$ cat config.mk
export PLATFORM = sky130hd
export DESIGN_NAME = regfile_wb_arbiter
export DESIGN_NICKNAME = d
export VERILOG_FILES = /design/src/rtl/regfile_pkg.sv /design/src/rtl/decoder_5_to_32bits.sv /design/src/rtl/rr_arbiter.sv /design/src/rtl/regfile_wb_arbiter.sv
export SDC_FILE = /design/constraint.sdc
export NUM_CORES = 1
export LEC_CHECK = 0
export ABC_AREA = 1
export CORE_AREA = 3 3 87 89
export DETAILED_ROUTE_END_ITERATION = 10
export DIE_AREA = 0 0 90 92
export PLACE_DENSITY = 0.85
export SETUP_SLACK_MARGIN = 0.05
export SLEW_MARGIN = 20
export SYNTH_ARGS = -nofsm -noshare
export SYNTH_HDL_FRONTEND = slang
export SYNTH_SLANG_ARGS = --single-unit
$ cat constraint.sdc
create_clock -name clock -period 5.85 [get_ports clock]
set_input_delay 1.4625 -clock clock [delete_from_list [all_inputs] [get_ports clock]]
set_output_delay 1.4625 -clock clock [all_outputs]
set_load 0.1 [all_outputs]
$ cat src/rtl/regfile_pkg.sv
`default_nettype none
// +----------------------------------------------------------------------+
// | Module : regfile_pkg                                                 |
// | Shared register-file geometry and writeback requester indices.       |
// | Rev    : 1.0                                                         |
// +----------------------------------------------------------------------+
package regfile_pkg;

   localparam int REG_AW     = 5;
   localparam int REG_DW     = 32;
   localparam int NUM_REGS   = 32;

   localparam int WB_ALU     = 0;
   localparam int WB_MULTDIV = 1;
   localparam int WB_LOAD    = 2;

endpackage : regfile_pkg
`default_nettype wire

$ cat src/rtl/decoder_5_to_32bits.sv
`default_nettype none
// +----------------------------------------------------------------------+
// | Module : decoder_5_to_32bits                                         |
// | Binary 5-bit index to 32-bit one-hot decoder.                        |
// | Rev    : 1.0                                                         |
// +----------------------------------------------------------------------+
module decoder_5_to_32bits (
   input  logic [4:0]  i_sel,
   output logic [31:0] o_onehot
);

   always_comb begin
      o_onehot        = '0;
      o_onehot[i_sel] = 1'b1;
   end

endmodule : decoder_5_to_32bits
`default_nettype wire

$ cat src/rtl/rr_arbiter.sv
`default_nettype none
// +----------------------------------------------------------------------+
// | Module : rr_arbiter                                                  |
// | Combinational round-robin grant; search starts one past ptr.         |
// | Rev    : 1.0                                                         |
// +----------------------------------------------------------------------+
module rr_arbiter #(
   parameter int N  = 3,
   parameter int IW = (N > 1) ? $clog2(N) : 1
) (
   input  logic [N-1:0]  req,
   input  logic [IW-1:0] ptr,
   output logic [N-1:0]  grant,
   output logic [IW-1:0] grant_idx
);

   int              w_idx;
   logic [IW-1:0]   w_sel;
   logic            w_found;

   always_comb begin
      grant     = '0;
      grant_idx = '0;
      w_found   = 1'b0;
      w_idx     = 0;
      w_sel     = '0;
      for (int k = 1; k <= N; k++) begin
         w_idx = (int'(ptr) + k) % N;
         w_sel = IW'(w_idx);
         if (!w_found && req[w_sel]) begin
            w_found      = 1'b1;
            grant[w_sel] = 1'b1;
            grant_idx    = w_sel;
         end
      end
   end

endmodule : rr_arbiter
`default_nettype wire

$ cat src/rtl/regfile_wb_arbiter.sv
`default_nettype none
// +----------------------------------------------------------------------+
// | Module : regfile_wb_arbiter                                          |
// | Round-robin share of the regfile write port with one register stage. |
// | Rev    : 1.0                                                         |
// +----------------------------------------------------------------------+
module regfile_wb_arbiter
   import regfile_pkg::*;
#(
   parameter int NREQ = 3,
   parameter int AW   = REG_AW,
   parameter int DW   = REG_DW
) (
   input  logic                 clock,
   input  logic                 reset_n,
   input  logic [NREQ-1:0]      req_valid,
   input  logic [NREQ*AW-1:0]   req_addr,
   input  logic [NREQ*DW-1:0]   req_data,
   output logic [NREQ-1:0]      req_ready,
   output logic                 ctrl_writeEnable,
   output logic [AW-1:0]        ctrl_writeReg,
   output logic [DW-1:0]        data_writeReg,
   output logic [(2**AW)-1:0]   wb_pending
);

   localparam int IW = $clog2(NREQ);

   logic [IW-1:0]       r_rr_ptr;
   logic                r_we;
   logic [AW-1:0]       r_wreg;
   logic [DW-1:0]       r_wdata;

   logic [NREQ-1:0]     w_req;
   logic [NREQ-1:0]     w_grant;
   logic [IW-1:0]       w_grant_idx;
   logic                w_grant_any;
   logic [AW-1:0]       w_addr;
   logic [DW-1:0]       w_data;
   logic [(2**AW)-1:0]  w_dec;

   // Gating the requests keeps ready low for the whole reset window.
   assign w_req = req_valid & {NREQ{reset_n}};

   rr_arbiter #(
      .N  (NREQ),
      .IW (IW)
   ) u_arb (
      .req       (w_req),
      .ptr       (r_rr_ptr),
      .grant     (w_grant),
      .grant_idx (w_grant_idx)
   );

   assign w_grant_any = |w_grant;
   assign req_ready   = w_grant;

   always_comb begin
      w_addr = '0;
      w_data = '0;
      for (int i = 0; i < NREQ; i++) begin
         w_addr = w_addr | (req_addr[i*AW +: AW] & {AW{w_grant[i]}});
         w_data = w_data | (req_data[i*DW +: DW] & {DW{w_grant[i]}});
      end
   end

   // Writes to r0 still consume the requester but never raise the enable.
   always_ff @(posedge clock or negedge reset_n) begin
      if (!reset_n) begin
         r_rr_ptr <= IW'(NREQ - 1);
         r_we     <= 1'b0;
         r_wreg   <= '0;
         r_wdata  <= '0;
      end else begin
         r_we <= w_grant_any && (w_addr != '0);
         if (w_grant_any) begin
            r_rr_ptr <= w_grant_idx;
            r_wreg   <= w_addr;
            r_wdata  <= w_data;
         end
      end
   end

   assign ctrl_writeEnable = r_we;
   assign ctrl_writeReg    = r_wreg;
   assign data_writeReg    = r_wdata;

   generate
      if (AW == 5) begin : g_dec5
         decoder_5_to_32bits u_dec (
            .i_sel    (r_wreg),
            .o_onehot (w_dec)
         );
      end else begin : g_dec_generic
         assign w_dec = {{((2**AW)-1){1'b0}}, 1'b1} << r_wreg;
      end
   endgenerate

   assign wb_pending = w_dec & {(2**AW){r_we}};

endmodule : regfile_wb_arbiter
`default_nettype wire

[Yosys cells after proc, flatten, opt, wreduce, memory -nomap -nowiden]
Cells that the tools add are included.
Word-level totals
  memory bits (read-only): 0
  register bits after elaboration: 40
  memory bits (writable): 0
  latch bits: 0
  memories kept: 0
  input bits: 116
Operators by class
  divide/modulo/power cells: 3
  $add $sub $neg: 3
  shift operators: 0
  equal/unequal tests: 0
  mux-type cells: 22
  reductions and logical operators: 11
  multipliers: 0
  bitwise operators: 14
  $lt $le $gt $ge: 8
Operators by type and width (count)
  $and 32x32->32: 4
  $mod 32x3->32 const B: 3
  $or 32x32->32: 2
  $and 5x5->5: 3
  $or 5x5->5: 2
  $lt 2x3->1 const B: 3
  $mux 1: 9
  $mux 3: 3
  $logic_and 1x1->1: 7
  $add 2x2->3 const B: 2
  $bmux 1 s2: 3
  $demux 1 s2: 3
  $ge 2x1->1 const B: 3
  $lt 5x6->1 const B: 1
  $mux 2: 3
  $or 3x3->3: 2
  $demux 1 s5: 1
  $ge 5x1->1 const B: 1
  $reduce_bool 5->1: 1
  $add 2x1->3 const B: 1
  $and 3x3->3: 1
  $reduce_or 3->1: 1
  $logic_not 1->1: 2

[Depth between registers and ports, before layout]
Gate-level depths: netlist (run 1).
  depth in word-level cells: 16
  gate-level depth with buffers: 16
  depth with buffers taken out: 15

[Modules after synthesis]
From an unflattened synthesis (run 1), not the netlist that was laid out.
Unflattened totals
  cell total of the unflattened synthesis: 462
  area, all modules: 2835.2 sq um
By module, submodules not included
  regfile_wb_arbiter: area an instance 2361.0 sq um, cells an instance 358, times used 1
  rr_arbiter: area an instance 279.0 sq um, cells an instance 54, times used 1
  decoder_5_to_32bits: area an instance 195.2 sq um, cells an instance 50, times used 1

[Least setup slack after synthesis (run 1)]
OpenSTA, ideal clock, no wires.
  kind: input to output
  from: input reset_n
  to: output req_ready[0]
  stages: 8
  data required time: 4.388 ns
  setup slack: 1.293 ns
  arrival: 3.095 ns
  cell sequence: nand3_1 > nand3_2 > nand2_4 > nand2_1 > nor2_1 > nand2_1 > nand2_1 > clkbuf_1
On the way
  cells in the longest elaborated chain, start to end: 10
  elaborated cells between the ends (all ways): 18
  classes of those cells: mux (11); bitwise (3); reduce/logical (4)
Ends and longest elaborated chain
  start, declared: RTL line regfile_wb_arbiter.sv:15  | input logic reset_n,
  $and 3x3->3 *: RTL line regfile_wb_arbiter.sv:42  | assign w_req = req_valid & {NREQ{reset_n}};
  $bmux 1 s2: RTL line rr_arbiter.sv:30  | if (!w_found && req[w_sel]) begin
  $mux 1 (implied by the code): RTL line rr_arbiter.sv:30
  $mux 1: RTL line rr_arbiter.sv:30
  $logic_not 1->1: RTL line rr_arbiter.sv:30
  $logic_and 1x1->1: RTL line rr_arbiter.sv:30
  $mux 1: RTL line rr_arbiter.sv:30
  $logic_not 1->1: RTL line rr_arbiter.sv:30
  $logic_and 1x1->1: RTL line rr_arbiter.sv:30
  $mux 3 *: RTL line rr_arbiter.sv:30
  end, declared: RTL line regfile_wb_arbiter.sv:19  | output logic [NREQ-1:0] req_ready,
Mark *: on every way between the ends. The rest lies on a longest branch, timed or not. The select of a mux whose other input is x is not followed.

[Worst setup path in the final report (run 1)]
  from: input req_valid[1]
  to: output req_ready[2]
On the way
  cells in the longest elaborated chain, start to end: 10
  elaborated cells between the ends (all ways): 18
  classes of those cells: mux (11); bitwise (3); reduce/logical (4)
Ends and longest elaborated chain
  start, declared: RTL line regfile_wb_arbiter.sv:16  | input logic [NREQ-1:0] req_valid,
  $and 3x3->3 *: RTL line regfile_wb_arbiter.sv:42
  $bmux 1 s2: RTL line rr_arbiter.sv:30
  $mux 1 (implied by the code): RTL line rr_arbiter.sv:30
  $mux 1: RTL line rr_arbiter.sv:30
  $logic_not 1->1: RTL line rr_arbiter.sv:30
  $logic_and 1x1->1: RTL line rr_arbiter.sv:30
  $mux 1: RTL line rr_arbiter.sv:30
  $logic_not 1->1: RTL line rr_arbiter.sv:30
  $logic_and 1x1->1: RTL line rr_arbiter.sv:30
  $mux 3 *: RTL line rr_arbiter.sv:30
Marks and branches as above.

==> results.cfg, run 1 <==
[run_status]
outcome = finished, final reports clean

[global_routing]
grt_max_degree = 41
grt_pass1_wl_um = 14900
antenna_found_initial = 0
grt-ovfl-total = 0
grt_pass1_vias = 3119
grt_usage_pct = 22.3

[sta]
rsz0062_at_grt = no
tightest_slew_ns = 1.05
timing.hold.ws_ns = 0.480
setup-violations-final = 0
skew_ns = 0.00558
finalMaxSlewViolations = 0
finalCritPeriodShare_pct = 76.4
final-hold-violation-count = 0
timing.fmax_ghz = 0.224
slew_headroom_pct = 30.0
tns_ns = 0
fin_crit_ns = 4.47

[yosys]
synth_top_family_by_area = simple AND/OR/NAND/NOR gates
synth_compound_area_share_pct = 8.69
synth-simple-area-share_pct = 43.6
avgSynthCellArea_um2 = 6.55
synth_xor_area_share_pct = 0
synthMuxAreaShare_pct = 0
synth_cell_types = 24
netlist_area_mm2 = 0.00255
synth_seq_cells = 40
synthAdderAreaFrac_pct = 1.96
yosysSeqAreaShare_pct = 39.3
ys_warn_count = 0
syn_inst = 389
syn_nets = 509

[worst_hold_path]
worst_hold_path.num_cells = 2
hp-class = reg2reg
min_from = data_writeReg[24]$_DFFE_PN0P_
min_to = data_writeReg[24]$_DFFE_PN0P_

[flow_run]
maxCapViolCount = 0

[worst_setup_path]
r2r-end = ctrl_writeReg[2]$_DFFE_PN0P_
rrSetupSlack_ns = 3.03
rr_worst_depth = 16
r2r-start = r_rr_ptr[0]$_DFFE_PN0P_
cp.required_ns = 4.39
cp_max_fo = 6
cp-end-kind = output pin
crit_type = in2out
arrival_ns = 3.01
critPathLaunchType = input port

[detailed_routing]
drc_errors = 0
ant_nets = 0
drt-wirelength-per-cell_um = 14.3
vias_per_cell = 4.78
dr.pass1.iters = 4
drt-initial-drc-count = 163
drt_wl_total_um = 9580
vias = 3214

[finish]
drive_gt1_share_pct = 5.73
layout_commonest_cell = nand2_1
fin_nets = 695
layout_common_cells = 190 x nand2_1, 184 x clkdlybuf4s50_1, 39 x dfrtp_1, 37 x nor2_1, 32 x a21oi_1
antenna_cells = 0
syn_to_final_growth_pct = 81.3

[cts]
root_buffer = clkbuf_8
clk_path_buf_depth = 2
post_cts_resized = 0
insertion_delay_ns = 0.28
cts_tree = yes
post-cts-setup-buffers = 0
numCtsBuffers = 5
htreeDepth = 2
hold_buffers = 0
clkTransAtPathRegs_ns = 0.08
cts.sinks = 40

[floorplanning]
die_y_um = 92
row_count = 30
io_pins = 189
initial_core_util_pct = 37.3
core-area_mm2 = 0.00683
die_x_um = 90
die_area_mm2 = 0.00828

[placement]
place_hpwl_um = 7650
numPortBuffers = 188
gp_congestion = 0.883
-- registers in the layout (all words and copies together) (netlist names) --
register	count
data_writeReg	32
ctrl_writeEnable	1
r_rr_ptr	2
ctrl_writeReg	5
-- worst max path at each step --
stage	startpoint	endpoint	slack (ns)
finish	req_valid[1]	req_ready[2]	1.38
global route	req_valid[1]	req_ready[2]	1.29
detailed placement	req_valid[1]	req_ready[2]	1.41
global placement	req_valid[1]	req_ready[2]	1.53
floorplan	reset_n	req_ready[0]	1.29
CTS	req_valid[1]	req_ready[2]	1.40
-- final cells by class --
| class | instances | area, µm² |
|---|---|---|
| Clock buffer | 7 | 86.3 |
| Clock inverter | 1 | 7.51 |
| Fill cell | 572 | 2210 |
| Inverter | 20 | 75.1 |
| Multi-Input combinational cell | 315 | 1380 |
| Sequential cell | 40 | 1000 |
| Tap cell | 96 | 120 |
| Timing Repair Buffer | 193 | 1940 |
-- stage by stage --
stage | utilization, % | worst slack (ns) | instance area, µm² | instances
6_report | 67.6 | 1.38 | 4620 | 672
3_3_place_gp | 66.2 | 1.53 | 4520 | 664
5_1_grt | 67.6 | 1.29 | 4620 | 672
2_1_floorplan | - | 1.29 | 2550 | 389
3_5_place_dp | 66.2 | 1.41 | 4520 | 664
4_1_cts | 67.6 | 1.40 | 4620 | 672
-- worst max-delay path, cell delays in order --
cell             delay (ns)
clkdlybuf4s50_1        0.51
nand2_1                0.09
nand2_1                0.09
nand3_1                0.10
nand2_1                0.14
nand3_1                0.13
nand2_2                0.13
nand2_2                0.08
inv_2                  0.10
buf_12                 0.18
-- synth_stat cells --
| cell | n | area [µm²] |
|---|---|---|
| clkbuf_1 | 3 | 11.3 |
| o21ai_1 | 1 | 5.00 |
| buf_4 | 2 | 15.0 |
| clkinv_1 | 1 | 3.75 |
| ha_1 | 4 | 50.1 |
| nor2_1 | 37 | 139 |
| nand3_1 | 29 | 145 |
| inv_2 | 3 | 11.3 |
| nand2_1 | 190 | 713 |
| o21bai_1 | 5 | 37.5 |
| o21ai_0 | 2 | 10.0 |
| buf_1 | 2 | 7.51 |
| dfrtp_1 | 39 | 976 |
| nand4_1 | 2 | 12.5 |
| nand3_2 | 3 | 30.0 |
| nand2_4 | 1 | 11.3 |
| buf_6 | 3 | 33.8 |
| buf_2 | 4 | 20.0 |
| a21oi_1 | 32 | 160 |
| nand2_2 | 7 | 43.8 |
| inv_1 | 16 | 60.1 |
| nor3_4 | 1 | 16.3 |
| o21ai_2 | 1 | 8.76 |
| dfstp_2 | 1 | 26.3 |
-- metal layers --
| metal | vias up | GRT usage [%] | share of wire (%) |
|---|---|---|---|
| met3 | 10 | 7.30 | 10 |
| met1 | 1452 | 23.3 | 37 |
| met5 | - | 0 | 0 |
| li1 | 1591 | - | - |
| met2 | 161 | 43.1 | 52 |
| met4 | 0 | 5.10 | 0.99 |
-- cell families (layout without fill, tap and decap cells) --
| logic type | count (synthesis) | in the layout |
|---|---|---|
| AOI/OAI and AO/OA | 41 | 41 |
| DFF | 40 | 40 |
| buffers and inverters | 34 | 221 |
| and+or+nand+nor | 270 | 270 |
| adders and majority gates | 4 | 4 |
Power of run 1 is left out: the tool's default activity adds up to more than one toggle a clock period on the data nets, which glitch-free logic cannot reach.
==> run 2: changes to the inputs <==
CORE_AREA = 3 3 90 92   (was 3 3 87 89)
DIE_AREA = 0 0 93 95   (was 0 0 90 92)
PLACE_DENSITY = 0.8   (was 0.85)
clock period = 4.6 ns   (was 5.85 ns; I/O delays follow)
==> run 2 against run 1 <==
  * Register-to-register slack got worse by 1.2 ns
  * First-iteration DRC count fell by 32%
  * Critical endpoint unchanged
  * Critical path depth did not move
  * Clock skew barely moved
  * Via count fell by 1.0%
  * Sequential share of layout area fell by 0.18 points
  * Hold slack improved by 0.0020 ns
  * Cell count rose by 0.60%
  * Die area rose by 6.7%
  * Sequential cell count did not move
==> results.cfg, run 2 (synthesized netlist as in run 1, its figures left out) <==
[finish]
finish.instance_area_mm2 = 0.00466
layout_commonest_cell = nand2_1
layoutNonFillerInstCount = 676
fillers = 644
syn_to_final_growth_pct = 82.8
antenna_cells = 0
largest_register_ffs = 32
layout_common_cells = 190 x nand2_1, 184 x clkdlybuf4s50_1, 39 x dfrtp_1, 37 x nor2_1, 32 x a21oi_1
fin_nets = 696
drive_gt1_share_pct = 6.07

[worst_setup_path]
critPathLaunchType = input port
cp_max_fo = 25
cp.required_ns = 3.45
crit_type = in2out
rrSetupSlack_ns = 1.86
cp-end-kind = output pin
rr_worst_depth = 14
arrival_ns = 2.66
r2r-end = ctrl_writeReg[2]$_DFFE_PN0P_
r2r-start = r_rr_ptr[0]$_DFFE_PN0P_

[floorplanning]
row_count = 31
die_x_um = 93
die_area_mm2 = 0.00884
die_y_um = 95
core-area_mm2 = 0.00729
initial_core_util_pct = 34.9
io_pins = 189

[cts]
hold_buffers = 0
htreeDepth = 2
post-cts-setup-buffers = 0
clkTransAtPathRegs_ns = 0.08
post_cts_resized = 0
cts.sinks = 40
insertion_delay_ns = 0.29
clk_path_buf_depth = 2
root_buffer = clkbuf_8
numCtsBuffers = 5
cts_tree = yes

[detailed_routing]
dr.pass1.iters = 7
drt_wl_total_um = 9430
drt-initial-drc-count = 111
ant_nets = 0
vias = 3181
drt-wirelength-per-cell_um = 14.0
vias_per_cell = 4.71
drc_errors = 0

[global_routing]
grt_pass1_wl_um = 14700
grt_max_degree = 40
grt-ovfl-total = 0
grt_usage_pct = 20.8
grt_pass1_vias = 3063
antenna_found_initial = 0

[sta]
final-hold-violation-count = 0
tightest_slew_ns = 1.02
tns_ns = 0
finalMaxSlewViolations = 0
setup-violations-final = 0
rsz0062_at_grt = no
timing.fmax_ghz = 0.263
slew_headroom_pct = 31.9
finalCritPeriodShare_pct = 82.8
timing.hold.ws_ns = 0.482
skew_ns = 0.00602
fin_crit_ns = 3.81

[placement]
dp_cells = 668
numPortBuffers = 188
placed_area_mm2 = 0.00454
gp_congestion = 0.904
place_hpwl_um = 7700

[worst_hold_path]
min_to = data_writeReg[28]$_DFFE_PN0P_
min_from = data_writeReg[28]$_DFFE_PN0P_
hp-class = reg2reg
worst_hold_path.num_cells = 2

[run_status]
outcome = finished, final reports clean

[flow_run]
maxCapViolCount = 0
[run 2: changes by cell type in the layout (fill, tap and decap cells not counted)]
cell and delta:
bufinv_16 +1, clkinv_4 +1, clkinvlp_4 -1, clkbuf_1 -1
buf_4 +1
[run 2: area by class of cell]
class | instances | area (µm²) | share of cell area, %
inverter | 20 | 75.1 | 1.61
sequential | 40 | 1000 | 21.5
multi-input combinational | 315 | 1380 | 29.7
clock inverter | 2 | 38.8 | 0.833
tap | 99 | 124 | 2.66
timing repair buffer | 194 | 1950 | 41.9
clock buffer | 6 | 82.6 | 1.77
[run 2: layer usage]
metal	global-route usage (%)	part of all wire, %	up-vias
met5	0	0	-
met4	3.30	0.60	0
met3	8.29	12	4
met2	39.7	50	157
met1	22.0	38	1427
li1	-	-	1593
[run 2: worst max-delay path by stage]
| stage | from | to | slack, ns | cells after the start |
|---|---|---|---|---|
| global route | reset_n | req_ready[2] | 0.64 | 10 |
| global placement | reset_n | req_ready[2] | 0.85 | 10 |
| floorplan | reset_n | req_ready[0] | 0.67 | 8 |
| detailed placement | reset_n | req_ready[2] | 0.74 | 10 |
| CTS | reset_n | req_ready[2] | 0.74 | 10 |
| finish | reset_n | req_ready[2] | 0.79 | 10 |
[run 2: per-stage QoR]
| step | utilization [%] | setup slack (ns) |
|---|---|---|
| 2_1_floorplan | - | 0.668 |
| 3_3_place_gp | 62.2 | 0.848 |
| 3_5_place_dp | 62.2 | 0.742 |
| 4_1_cts | 63.9 | 0.737 |
| 5_1_grt | 63.9 | 0.635 |
| 6_report | 63.9 | 0.791 |
[run 2: worst max-delay path: stages]
cell	delay (ns)
buf_2	0.44
nand3_1	0.23
nand3_2	0.16
nand2_4	0.08
nand2_1	0.08
nand2_2	0.07
nand2_2	0.12
nand2_2	0.07
inv_2	0.08
buf_12	0.17
Power of run 2 is left out for the same reason.
